[config.mk]
export PLATFORM = sky130hd
export DESIGN_NAME = master_out_port_mw
export DESIGN_NICKNAME = d
export VERILOG_FILES = /design/src/rtl/master_out_port_mw.sv
export SDC_FILE = /design/constraint.sdc
export NUM_CORES = 1
export LEC_CHECK = 0
export CAP_MARGIN = 40
export CORE_MARGIN = 5
export CORE_UTILIZATION = 45
export CTS_CLUSTER_DIAMETER = 200
export CTS_CLUSTER_SIZE = 28
export DETAILED_ROUTE_END_ITERATION = 7
export GPL_TIMING_DRIVEN = 0
export PLACE_DENSITY_LB_ADDON = 0.15
export SYNTH_ARGS = -nofsm -noshare
export SYNTH_HDL_FRONTEND = slang
export SYNTH_SLANG_ARGS = --single-unit
[constraint.sdc]
create_clock -name clk -period 4.7 [get_ports clk]
set_input_delay 0.94 -clock clk [delete_from_list [all_inputs] [get_ports clk]]
set_output_delay 0.94 -clock clk [all_outputs]
set_load 0.01 [all_outputs]
[src/rtl/master_out_port_mw.sv]
// Multi-lane serial-bus master output port: arbitrates for the bus, then
// streams slave address, burst length and write words LANES bits per cycle.
module master_out_port_mw #(
  parameter int unsigned WORD_SIZE       = 8,
  parameter int unsigned BURST_SIZE      = 12,
  parameter int unsigned SLAVE_NO        = 3,
  parameter int unsigned SLAVE_ADDR_SIZE = 12,
  parameter int unsigned LANES           = 1
) (
  input  logic                         clk,
  input  logic                         rst_n,
  input  logic [2:0]                   instruction,
  input  logic [BURST_SIZE-1:0]        burst_size,
  input  logic [WORD_SIZE-1:0]         m_data,
  input  logic [SLAVE_ADDR_SIZE-1:0]   s_addr,
  input  logic [$clog2(SLAVE_NO)-1:0]  slave_id,
  input  logic [SLAVE_NO-1:0]          s_ready,
  input  logic                         bus_grant,
  input  logic                         split_en,
  output logic                         bus_req,
  output logic [LANES-1:0]             addr_bus,
  output logic [LANES-1:0]             burst_size_bus,
  output logic [LANES-1:0]             w_data_bus,
  output logic                         m_valid,
  output logic                         read_en,
  output logic                         write_en,
  output logic [SLAVE_NO-1:0]          slave_select,
  output logic                         addr_done,
  output logic                         burst_done,
  output logic                         tx_done,
  output logic                         new_data,
  output logic                         bus_util,
  output logic                         split_on
);

  localparam int unsigned SID_W     = $clog2(SLAVE_NO);
  localparam int unsigned LANES_NZ  = (LANES == 0) ? 1 : LANES;
  localparam int unsigned FIELD_W   = (SLAVE_ADDR_SIZE > BURST_SIZE) ? SLAVE_ADDR_SIZE : BURST_SIZE;
  localparam int unsigned A_BEATS   = FIELD_W / LANES_NZ;
  localparam int unsigned W_BEATS   = WORD_SIZE / LANES_NZ;
  localparam int unsigned MAX_BEATS = (A_BEATS > W_BEATS) ? A_BEATS : W_BEATS;
  localparam int unsigned CNT_W     = (MAX_BEATS > 1) ? $clog2(MAX_BEATS) : 1;

  // Reject lane widths that do not tile every serialised field exactly
  if (LANES == 0 || (WORD_SIZE % LANES_NZ) != 0 || (BURST_SIZE % LANES_NZ) != 0 ||
      (SLAVE_ADDR_SIZE % LANES_NZ) != 0) begin : g_cfg_err
    $error("master_out_port_mw: LANES must divide WORD_SIZE, BURST_SIZE and SLAVE_ADDR_SIZE");
  end

  typedef enum logic [2:0] {
    S_IDLE, S_REQ, S_ADDR, S_WAIT, S_DATA, S_DONE, S_SPLIT
  } state_t;

  state_t                 state_q, state_n;
  logic [CNT_W-1:0]       beat_q, beat_n;
  logic [BURST_SIZE-1:0]  word_q, word_n, len_q, len_n;
  logic [FIELD_W-1:0]     addr_q, addr_n;
  logic [WORD_SIZE-1:0]   cur_q, cur_n;
  logic [SID_W-1:0]       sid_q, sid_n;
  logic                   is_rd_q, is_rd_n, is_burst_q, is_burst_n;
  logic                   skip_q, skip_n, reuse_q, reuse_n;

  logic                   bus_req_n, m_valid_n, read_en_n, write_en_n;
  logic                   addr_done_n, burst_done_n, tx_done_n, new_data_n, bus_util_n, split_on_n;
  logic [LANES-1:0]       addr_bus_n, burst_size_bus_n, w_data_bus_n;
  logic [SLAVE_NO-1:0]    slave_select_n;
  logic [FIELD_W-1:0]     addr_sh, len_sh;
  logic [WORD_SIZE-1:0]   data_sh;
  logic                   active_n;

  // State, datapath and output registers with synchronous active-low reset
  always_ff @(posedge clk) begin
    if (!rst_n) begin
      state_q        <= S_IDLE;
      beat_q         <= '0;
      word_q         <= '0;
      len_q          <= '0;
      addr_q         <= '0;
      cur_q          <= '0;
      sid_q          <= '0;
      is_rd_q        <= 1'b0;
      is_burst_q     <= 1'b0;
      skip_q         <= 1'b0;
      reuse_q        <= 1'b0;
      bus_req        <= 1'b0;
      addr_bus       <= '0;
      burst_size_bus <= '0;
      w_data_bus     <= '0;
      m_valid        <= 1'b0;
      read_en        <= 1'b0;
      write_en       <= 1'b0;
      slave_select   <= '0;
      addr_done      <= 1'b0;
      burst_done     <= 1'b0;
      tx_done        <= 1'b0;
      new_data       <= 1'b0;
      bus_util       <= 1'b0;
      split_on       <= 1'b0;
    end else begin
      state_q        <= state_n;
      beat_q         <= beat_n;
      word_q         <= word_n;
      len_q          <= len_n;
      addr_q         <= addr_n;
      cur_q          <= cur_n;
      sid_q          <= sid_n;
      is_rd_q        <= is_rd_n;
      is_burst_q     <= is_burst_n;
      skip_q         <= skip_n;
      reuse_q        <= reuse_n;
      bus_req        <= bus_req_n;
      addr_bus       <= addr_bus_n;
      burst_size_bus <= burst_size_bus_n;
      w_data_bus     <= w_data_bus_n;
      m_valid        <= m_valid_n;
      read_en        <= read_en_n;
      write_en       <= write_en_n;
      slave_select   <= slave_select_n;
      addr_done      <= addr_done_n;
      burst_done     <= burst_done_n;
      tx_done        <= tx_done_n;
      new_data       <= new_data_n;
      bus_util       <= bus_util_n;
      split_on       <= split_on_n;
    end
  end

  // Next state, datapath updates and next-cycle output values
  always_comb begin
    state_n    = state_q;
    beat_n     = beat_q;
    word_n     = word_q;
    len_n      = len_q;
    addr_n     = addr_q;
    cur_n      = cur_q;
    sid_n      = sid_q;
    is_rd_n    = is_rd_q;
    is_burst_n = is_burst_q;
    skip_n     = skip_q;
    reuse_n    = reuse_q;
    new_data_n = 1'b0;

    case (state_q)
      S_IDLE: begin
        if (instruction inside {3'b001, 3'b010, 3'b011, 3'b100}) begin
          is_rd_n    = (instruction == 3'b010) || (instruction == 3'b100);
          is_burst_n = (instruction == 3'b011) || (instruction == 3'b100);
          len_n      = (is_burst_n && (burst_size != '0)) ? burst_size : BURST_SIZE'(1);
          addr_n     = FIELD_W'(s_addr);
          sid_n      = slave_id;
          word_n     = '0;
          beat_n     = '0;
          skip_n     = 1'b0;
          reuse_n    = 1'b0;
          state_n    = S_REQ;
        end
      end
      S_REQ: begin
        if (bus_grant) begin
          beat_n  = '0;
          state_n = skip_q ? S_WAIT : S_ADDR;
        end
      end
      S_ADDR: begin
        if (!bus_grant && !split_en) state_n = S_IDLE;
        else if (beat_q == CNT_W'(A_BEATS - 1)) state_n = S_WAIT;
        else beat_n = beat_q + CNT_W'(1);
      end
      S_WAIT: begin
        if (split_en) begin
          skip_n  = 1'b1;
          state_n = S_SPLIT;
        end else if (!bus_grant) begin
          state_n = S_IDLE;
        end else if (s_ready[sid_q]) begin
          if (is_rd_q) begin
            state_n = S_DONE;
          end else begin
            // A resumed word replays the saved copy instead of consuming m_data
            if (!reuse_q) begin
              cur_n      = m_data;
              new_data_n = 1'b1;
            end
            reuse_n = 1'b0;
            beat_n  = '0;
            state_n = S_DATA;
          end
        end
      end
      S_DATA: begin
        if (split_en) begin
          skip_n  = 1'b1;
          reuse_n = 1'b1;
          state_n = S_SPLIT;
        end else if (!bus_grant) begin
          state_n = S_IDLE;
        end else if (beat_q == CNT_W'(W_BEATS - 1)) begin
          if (word_q == len_q - BURST_SIZE'(1)) begin
            state_n = S_DONE;
          end else begin
            word_n     = word_q + BURST_SIZE'(1);
            cur_n      = m_data;
            new_data_n = 1'b1;
            beat_n     = '0;
          end
        end else begin
          beat_n = beat_q + CNT_W'(1);
        end
      end
      S_DONE:  state_n = S_IDLE;
      S_SPLIT: if (!split_en) state_n = S_REQ;
      default: state_n = S_IDLE;
    endcase

    active_n       = (state_n != S_IDLE);
    bus_req_n      = active_n && (state_n != S_SPLIT);
    bus_util_n     = state_n inside {S_ADDR, S_WAIT, S_DATA, S_DONE};
    m_valid_n      = state_n inside {S_ADDR, S_DATA};
    read_en_n      = active_n && is_rd_n;
    write_en_n     = active_n && !is_rd_n;
    slave_select_n = active_n ? (SLAVE_NO'(1) << sid_n) : '0;
    split_on_n     = (state_n == S_SPLIT);
    tx_done_n      = (state_n == S_DONE);
    addr_done_n    = (state_n == S_ADDR) && (beat_n == CNT_W'(A_BEATS - 1));
    burst_done_n   = (state_n == S_DATA) && is_burst_n && (beat_n == CNT_W'(W_BEATS - 1)) &&
                     (word_n == len_n - BURST_SIZE'(1));

    addr_sh          = addr_n >> (LANES * 32'(beat_n));
    len_sh           = FIELD_W'(len_n) >> (LANES * 32'(beat_n));
    data_sh          = cur_n >> (LANES * 32'(beat_n));
    addr_bus_n       = (state_n == S_ADDR) ? addr_sh[LANES-1:0] : '0;
    burst_size_bus_n = (state_n == S_ADDR) ? len_sh[LANES-1:0]  : '0;
    w_data_bus_n     = (state_n == S_DATA) ? data_sh[LANES-1:0] : '0;
  end

endmodule

Yosys cells after proc, flatten, opt, wreduce, memory -nomap -nowiden

Index checks and enable logic that the tools add are counted.

Register bits: 73
Bits of input ports: 44
Output and inout port bits: 16
Word-level logic and storage cells: 165

Add/subtract/negate cells: 4
Order comparisons: 1
Equality and inequality tests: 28
Shifts and indexed selects: 4
Mux-type cells: 75
Reduce and logical (&&, ||, !) cells: 28

Operators with widths:

| kind                    | number |
|---|---|
| $mux W12                | 10 |
| $mux W8                 | 9 |
| $mux W4                 | 12 |
| $mux W3                 | 12 |
| $eq A12 B12 Y1          | 2 |
| $pmux W12 S2            | 1 |
| $shr A12 B4 Y1          | 2 |
| $sub A12 B1 Y12 const B | 2 |
| $mux W1                 | 22 |
| $pmux W4 S5             | 1 |
| $eq A3 B2 Y1 const B    | 6 |
| $eq A3 B3 Y1 const B    | 6 |
| $pmux W3 S6             | 1 |
| $pmux W8 S2             | 1 |
| $add A12 B1 Y12 const B | 1 |
| $ne A2 B2 Y1 const B    | 6 |
| $reduce_bool A12 Y1     | 1 |
| $logic_and A1 B1 Y1     | 9 |
| $eq A4 B3 Y1 const B    | 2 |
| $eq A4 B4 Y1 const B    | 2 |
| $reduce_bool A4 Y1      | 2 |
| $shr A8 B4 Y1           | 1 |
| $reduce_and A7 Y1       | 1 |
| $eq A3 B1 Y1 const B    | 2 |
| 17 further kinds        | 26 |

Depth between registers and ports, before layout

Depth after elaboration: 11
Mapped depth: 16

Least setup slack after synthesis

Ideal clock, no wire load.

Path kind: input-to-reg
From: in instruction[1]
To: reg burst_done
Library setup time: 0.088 ns
Arrival: 4.194 ns
Slack: 0.418 ns
Stages: 16
Path buffers: 1
Cells stage by stage: clkbuf_1 -> o21a_1 -> nor2_1 -> o21ai_1 -> nor2_1 -> o21ai_0 -> inv_1 -> ha_1 -> o2111ai_1 -> or4_1 -> xnor2_1 -> mux2i_1 -> nand4_1 -> nor4_2 -> nand4_1 -> nor4_2

Cells in the longest elaborated chain, start to end: 9
Elaborated cells on any way between the ends: 25
Those cells by class: 1 x add/sub; 7 x eq/ne; 11 x mux; 6 x reduce/logical

RTL lines:

| what                                                | line     | source |
|---|---|---|
| start, declared                                     | 12       | `input logic [2:0] instruction,` |
| $eq A3 B2 Y1 / $eq A3 B3 Y1 (equally long branches) | 145, 147 |  |
| $logic_or A1 B1 Y1                                  | 147      | `is_burst_n = (instruction == 3'b011) \|\| (instruction == 3'b100);` |
| $logic_and A1 B1 Y1                                 | 148      | `len_n = (is_burst_n && (burst_size != '0)) ? burst_size : BURST_SIZE'(1);` |
| $mux W12                                            | 148      |  |
| $mux W12                                            | 145      | `if (instruction inside {3'b001, 3'b010, 3'b011, 3'b100}) begin` |
| $mux W12                                            | 143      | `case (state_q)` |
| $sub A12 B1 Y12                                     | 226      | `(word_n == len_n - BURST_SIZE'(1));` |
| $eq A12 B12 Y1                                      | 226      |  |
| $logic_and A1 B1 Y1 (*)                             | 225      | `burst_done_n = (state_n == S_DATA) && is_burst_n && (beat_n == CNT_W'(W_BEATS - 1)) &&` |
| end signal, assigned                                | 120      | `burst_done <= burst_done_n;` |
| end, declared                                       | 29       | `output logic burst_done,` |

Mark *: on every way between the ends. The rest lies on a longest branch, timed or not.
A chain may end at the register's enable or synchronous reset.

Worst setup path in the final report

From: in instruction[2]
To: reg burst_done

The elaborated chain is that of the path after synthesis.

==> results.cfg <==
[status]
outcome = completed

[floorplanning]
die_h_um = 114.8
num_rows = 38
fp.dieArea_um2 = 13180
core_um2 = 10790
die_x_um = 114.8
start_util_pct = 45.79
io_pins = 60

[route]
ant_nets = 0
drt_wl_total_mm = 15.40
vias = 4891
first_iter_violations = 414
wl_per_cell_um = 18.47
drt_pre_antenna_iters = 5
drc = 0
vias_per_cell = 5.865

[synth]
synth_xor_xnor_area_share_pct = 5.139
netlist_area_um2 = 4942
yosysWarnings = 0
yosysTopAreaCellShare_pct = 29.57
async_reset_ff_share_pct = 0
yosys_most_used_dff = dfxtp_1
synthAdderAreaFrac_pct = 1.013
yosys-top-cells-count = dfxtp_1 (73), nand2_1 (60), nor2_1 (41)
synth_compound_area_share_pct = 20.58
ys_seq_elements = 73
synth-simple-area-share_pct = 30.96
syn_inst = 619
synthMuxAreaShare_pct = 8.228
synth_edf_count = 0
synth_area_leader_cell = dfxtp_1
postSynthAreaPerCell_um2 = 7.984
synth_top_family_by_area = simple AND/OR/NAND/NOR gates
ys_types = 71
synthTopCellsByArea = dfxtp_1 (30%), mux2i_1 (7.1%), nand2_1 (4.6%), and2_1 (4.4%), nor2b_1 (3.8%)
syn_nets = 667
ys_seq_area_share_pct = 29.57
post-synth-top-count-cell = dfxtp_1

[cts]
numCtsBuffers = 9
clkLatencyLatePin_ps = 380
cts_root_buffer = clkbuf_8
clkTransAtPathRegs_ps = 90
cts_max_path_buffers = 2
htree_levels = 3
clock-sinks = 73
cts_tree = yes

[placement]
port_buffers = 57
dpl.hpwl_mm = 11.63
place_congestion = 0.8925
place_inst = 817
dp_slack_ps = -1514

[global_route]
grtUsageTotal_pct = 24.07
grt_pass1_wl_mm = 24.95
antenna_found_initial = 0
grt_max_degree = 15
grt_pass1_vias = 4812
overflow = 0

[worst_setup_path]
worstSetupEndpointType = register
reg2regPathDepth = 15
arrival_ps = 4830
critPathKind = in2reg
cp-start-kind = primary input
critPathMaxFanout = 8
required_ps = 4980

[sta]
fmax_mhz = 219.8
clock_skew_ps = 13.58
setup_slack_ps = 150.9
finalSetupViolations = 0
drv_slew = 0
fin_crit_sh_pct = 96.79
setup_tns_ps = 0
fin_crit_ps = 4549
hold_ws_ps = 467.7
worstMarginPinSlew_ps = 914.5
slew-limit-headroom_pct = 38.77
hold_viol_final = 0

[power]
peakVddDrop_uv = 263.0
leakage_uw = 0.002102
power_density_nw_per_um2 = 306.5

[layout]
drive_above_1_share_pct = 7.925
final_cell_count_no_fill = 834
num-nets-final = 737
areaGrowthSynthToFinish_pct = 21.29
n_fill_cell = 1041
n_antenna_cell = 0

[hold_path]
holdPathStages = 2
hp-class = reg2reg

[flow_run]
cap_violations = 0
==> per-stage QoR <==
| stage | total power (µW) | utilization (%) | area [µm²] |
|---|---|---|---|
| 4_1_cts | 1830 | 55.30 | 5968 |
| 3_3_place_gp | 1262 | 52.70 | 5688 |
| 2_1_floorplan | 1090 | - | 4942 |
| 6_report | 1837 | 55.54 | 5995 |
| 3_5_place_dp | 1274 | 52.75 | 5693 |
| 5_1_grt | 1933 | 55.54 | 5995 |
==> critical path, stage by stage <==
cell and delay, ps:
clkdlybuf4s50_1 470, o21a_2 210, nor2_4 200, o21ai_4 130
nor2_4 170, o21ai_1 130, inv_1 140, ha_1 260
o2111ai_1 140, or4_4 480, xnor2_2 230, mux2i_2 320
nand4_1 180, nor4_4 360, nand4_1 150, nor4_2 320
==> state kept, by name, summed over array words and instances, names as in the netlist, 2 cells and up <==
register / cells
addr_q: 12
word_q: 12
slave_select: 3
state_q: 3
beat_q: 4
sid_q: 2
len_q: 12
cur_q: 8
==> metal layers <==
layer / share of wire [%] / global-route usage (%) / routed length, µm
met5: 0 / 0 / 0
met4: 2.5 / 8.294 / 389
met3: 5.2 / 4.947 / 807
met2: 49 / 40.75 / 7585
met1: 43 / 30.57 / 6620
==> cell type report <==
class | instances | area (µm²) | area share (%)
clock inverters | 6 | 75.07 | 1.252
well taps | 140 | 175.2 | 2.922
plain buffers | 37 | 163.9 | 2.734
repair buffers | 60 | 589.3 | 9.831
multi-input cells | 493 | 3336 | 55.65
clock buffers | 10 | 137.6 | 2.296
flip-flops and latches | 73 | 1461 | 24.38
inverters | 15 | 56.30 | 0.9393
==> logic make-up after synthesis <==
| family | after synthesis |
|---|---|
| AND/OR/NAND/NOR | 283 |
| AO/OA/AOI/OAI | 138 |
| flip-flops | 73 |
| buffers and inverters | 53 |
| multiplexers | 39 |
| XOR/XNOR | 29 |
| adder cells (fa/ha/maj) | 4 |
==> layout by cell type, fill, tap and decap left out, types with 7 or more instances in the layout <==
cell,instances
nor4_1,7
and3_1,13
inv_1,15
clkbuf_1,30
nor2_1,39
nor3_1,19
a21boi_0,13
nand3b_1,7
o211ai_1,10
clkdlybuf4s50_1,56
nand2b_1,9
mux2i_1,34
a21oi_1,20
a32oi_1,7
nand2_1,60
nor2b_1,30
and2_1,35
a31oi_1,10
nand3_1,23
xnor2_1,19
dfxtp_1,73
clkbuf_8,10
a22oi_1,7
nand4_1,13
xor2_1,9
o21ai_0,22
==> where the power goes <==
part | leakage (µW) | switching, µW | total, µW | internal (µW)
sequential | 0.000593 | 27.2 | 682 | 654
clock | 0.000105 | 278 | 545 | 267
combinational | 0.00140 | 350 | 611 | 261
total | 0.00210 | 655 | 1840 | 1180
==> timing repair <==
action	CTS	global route
pin swaps	1	2
endpoints found under the hold margin	0	0
setup endpoints to repair	1	1
hold buffers	0	0
setup buffers	1	1
resized for setup	14	6
==> worst paths after layout <==
kind / start / end / slack, ps
max: instruction[2] / burst_done / 150
min: addr_q[10] / addr_q[10] / 470
max reg2reg: state_q[0] / burst_done / 270
min reg2reg: addr_q[10] / addr_q[10] / 470
(Power assumes the default switching activity.)
==> edit 1, RTL diff (same settings) <==
Reset style: asynchronous (`rst_n`), changed in one clocked block. Comments in the files are not updated.
--- a/src/rtl/master_out_port_mw.sv
+++ b/src/rtl/master_out_port_mw.sv
@@ -69,7 +69,7 @@
   logic                   active_n;
 
   // State, datapath and output registers with synchronous active-low reset
-  always_ff @(posedge clk) begin
+  always_ff @(posedge clk or negedge rst_n) begin
     if (!rst_n) begin
       state_q        <= S_IDLE;
       beat_q         <= '0;
Function: differs if rst_n is asserted again (counterexample within 4 cycles, from zero or initial values and one cycle with rst_n low); with rst_n held inactive, the same outputs for 10 cycles.
==> edit 1 against the unedited design <==
Global-route usage is 0.20 points lower; clock skew is 0.0054 ns lower; design area is 4.2% higher; utilization is 0.58 points lower; critical endpoint is now burst_done; wire length is 1.3% higher; die area is 4.4% higher; setup slack better by 0.027 ns; sequential cell count stayed put; synthesized cell count is 4.5% lower; critical path depth is 3 lower; synthesized area is 4.8% higher.
Power is not compared: it rests on default switching activity, and its combinational part moved more than twofold at a synthesized area within 25%.
==> edit 1: results (changes against the unedited design) <==
clock root buffer=clkbuf_16; Post-CTS Setup Inserts=0 (-1); crit path to=burst_done; Via Count=4,883 (-0.16%); grt met3 use=4.42% (-0.53 points); hold_sp=addr_q[8]; FF-to-FF Start=state_q[0]; largest net degree at the start of global routing=45 (+30); crit-path max FO=8 (unchanged); WL met3=830 um (+2.9%); WL final=15,600 um (+1.3%); Filler Cells Inserted=1,035 (-0.58%); PnR Total Power=3.97 mW; clk slew on worst S/H paths=0.06 ns (-0.03 ns); R2R Setup Slk=0.68 ns (+0.41 ns); post-synthesis instance total=591 (-4.5%); Peak supply drop=about 290 uV; share of layout cells above drive strength 1=11.3% (+3.4 points); actual slew at the worst max-slew pin=0.772 ns (-0.142 ns); PostCTS Resize Cnt=0 (-14); CP peak stage delay=0.55 ns (+0.07 ns); GR met2 Demand/Resource=37.4% (-3.4 points); Slowest-stage cell, CP=clkdlybuf4s50_1; pre-CTS worst setup slack=-0.242 ns (+1.27 ns); status=finished clean; Worst Hold End=addr_q[8]; Seq/Total Area, Yosys=35.3% (+5.7 points); Top Registers=addr_q (12), len_q (12), word_q (12); placed cell count=791 (-3.2%); initial DRC count=449 (+8.5%); WHS=0.470 ns (+0.00187 ns); Async SR Flop Fraction=100% (+100 points); Period Utilization, post-route=96.2% (-0.59 points); routability cong.=0.895 (+0.26%); total global-route track usage=23.9% (-0.20 points); Met2 Wirelength=7050 um (-7.1%); DR WL/cell=19.3 um (+4.5%); vias in the first global route=4,788 (-0.50%); Metal-1 WL=7200 um (+8.8%); Synth Net Count=639 (-4.2%); first-pass GRT wire length=25,100 um (+0.69%); Crit path arrival time=4.76 ns (-0.07 ns); HPWL Detailed=11,600 um (-0.37%); routing usage on met1=32.7% (+2.1 points); Port Buffers=56 (-1.8%); Worst-Skew Late Latency=0.35 ns (-0.03 ns)
-- edit 1: cell count changes after synthesis, moves of 13 or more --
cell,delta
mux2_2,+16
dfrtp_1,+73
nand2_1,+25
and2_1,-29
nor2_1,+16
clkbuf_1,-13
mux2i_1,-15
nor2b_1,-25
dfxtp_1,-73
-- edit 1: logic make-up (layout without fill, tap and decap cells) --
group / Yosys count / after routing / share of synthesized area [%]
multiplexers: 39 / 39 / 8.00
flip-flops: 73 / 73 / 35.3
buffers and inverters: 54 / 128 / 4.81
XOR/XNOR: 24 / 24 / 4.74
AO/OA/AOI/OAI: 145 / 145 / 20.9
AND/OR/NAND/NOR: 252 / 252 / 25.3
adder cells (fa/ha/maj): 4 / 4 / 0.966
-- edit 1: cell type report --
class                   instances  area, um2  share of cell area, %
well taps                     143        179                   2.86
clock inverters                 5       56.3                  0.901
repair buffers                 58        593                   9.49
flip-flops and latches         73       1830                   29.2
inverters                      24       90.1                   1.44
multi-input cells             464       3110                   49.8
clock buffers                  11        233                   3.72
plain buffers                  30        159                   2.54
==> edit 2, RTL diff (same settings) <==
Made on the original files. Set the parameter `WORD_SIZE` to 4 (it was 8).
--- a/src/rtl/master_out_port_mw.sv
+++ b/src/rtl/master_out_port_mw.sv
@@ -1,7 +1,7 @@
 // Multi-lane serial-bus master output port: arbitrates for the bus, then
 // streams slave address, burst length and write words LANES bits per cycle.
 module master_out_port_mw #(
-  parameter int unsigned WORD_SIZE       = 8,
+  parameter int unsigned WORD_SIZE       = 4,
   parameter int unsigned BURST_SIZE      = 12,
   parameter int unsigned SLAVE_NO        = 3,
   parameter int unsigned SLAVE_ADDR_SIZE = 12,
Interface: changed (resized m_data); port bits go from 60 to 56. The function was not compared with the original's and may differ.
==> edit 2 against the unedited design <==
Sequential power fell by 4.8%; sequential share of layout area rose by 0.99 points; sequential cell count fell by 4; wire length fell by 6.3%; non-clock buffer count shrank 11; setup slack gained 0.20 ns; design area shrank 9.2%; power decreased by 2.8%; utilization grew 0.17 points; synthesized area is 8.4% lower.
==> edit 2: results (changes against the unedited design) <==
Seq/Total Area, Yosys=30.5% (+0.94 points); actual slew at the worst max-slew pin=0.935 ns (+0.0204 ns); placed cell count=789 (-3.4%); total clock buffers created by CTS=9 (unchanged); pre-CTS worst setup slack=0.127 ns (+1.64 ns); Async SR Flop Fraction=0% (unchanged); PostCTS Resize Cnt=0 (-14); Avg Cell Area, Syn=7.51 um2 (-5.9%); NumNets Final=711 (-3.5%); Crit path arrival time=4.63 ns (-0.20 ns); Ys Warns=0 (unchanged); Worst-Skew Late Latency=0.36 ns (-0.02 ns); Top Registers=addr_q (12), len_q (12), word_q (12); Synth Area in XOR/XNOR=4.64% (-0.50 points); Compound-Gate Fraction of Synth Area=22.0% (+1.4 points); Slowest-stage cell, CP=clkdlybuf4s50_1; Post-CTS Setup Inserts=0 (-1); leakage power=2.00 nW (-5.0%); routability cong.=0.948 (+6.2%); H-tree levels=3 (unchanged); first-pass GRT wire length=22,800 um (-8.5%); HPWL Detailed=11,100 um (-4.6%); crit-path max FO=8 (unchanged); CP peak stage delay=0.60 ns (+0.12 ns); largest net degree at the start of global routing=13 (-2); clock tree buffer depth=2 (unchanged); initial DRC count=373 (-9.9%); ant diodes=0 (unchanged); status=finished clean; vias in the first global route=4,475 (-7.0%); WHS=0.454 ns (-0.0137 ns); share of layout cells above drive strength 1=6.55% (-1.4 points); clock root buffer=clkbuf_8; Hold Crit Class=flop to flop; total global-route track usage=24.6% (+0.48 points); Synth Net Count=647 (-3.0%); DR pass1 iterations=5 (unchanged); clk slew on worst S/H paths=approximately 0.080 ns; DR WL/cell=17.9 um (-2.9%); fmax=230 MHz (+4.6%); delay-heaviest family, CP=simple AND/OR/NAND/NOR gates; R2R Setup Slk=0.44 ns (+0.17 ns); Via Count=4,766 (-2.6%); mux share of post-synthesis cell area=5.42% (-2.8 points); drt via density=5.92 (+0.95%); initial antenna violation count=0 (unchanged); final setup fails=0 (unchanged); Post-Synth Adder-Cell Area=1.11% (+0.093 points); Final Skew=0.00712 ns (-0.00646 ns); synth top area cells=dfxtp_1, nand2_1, nor2_1, mux2i_1, a21oi_1; Peak supply drop=143 uV (-46%); post-synth cell types=74 (+4.2%); Port Buffers=52 (-8.8%); top cells by count, synth=nand2_1, nor2_1, dfxtp_1, a21oi_1, and2_1
-- edit 2: cell families after synthesis --
logic type	Yosys count
AOI/OAI and AO/OA	143
xor gates and xnor gates	24
adders and majority gates	4
buffers and inverters	50
DFF	69
muxes	24
and+or+nand+nor	289
-- edit 2: metal layers --
metal	up-vias	global-route usage, %	share of wire, %
li1	2316	-	-
met1	2236	34.3	47
met3	30	5.88	7.2
met2	184	36.6	43
met4	0	9.32	2.2
met5	-	0	0
-- edit 2: tightest hold or removal path: stages, from the launching register on --
cell and delay, ns:
dfxtp_1 0.31, nand2_1 0.05, a21oi_1 0.05
-- edit 2: final cells by class --
type                       count  area (um2)
buffer                        33         135
clock buffer                  11         141
clock inverter                 5        83.8
fill                         979        4330
inverter                      17        63.8
multi-input combinational    484        2950
sequential                    69        1380
tap                          133         166
timing repair buffer          53         526
-- edit 2: report_power, final --
group          switching (mW)  internal, mW
Clock                   0.244         0.314
Sequential             0.0268         0.622
Combinational           0.344         0.235
-- edit 2: worst paths after layout --
kind,to,start,cells after the start
hold reg to reg,addr_q[10],addr_q[10],2
setup reg to reg,burst_done,len_q[0],13
setup / recovery,burst_done,instruction[0],13
hold / removal,addr_q[10],addr_q[10],2
-- edit 2: per-stage QoR --
stage	instance area, um2	TNS (ns)	power [mW]
after floorplan	4530	0	1.05
after global placement	5220	-0.176	1.22
after detailed placement	5220	0	1.23
after CTS	5450	0	1.79
after global routing	5450	0	1.89
final	5450	0	1.79
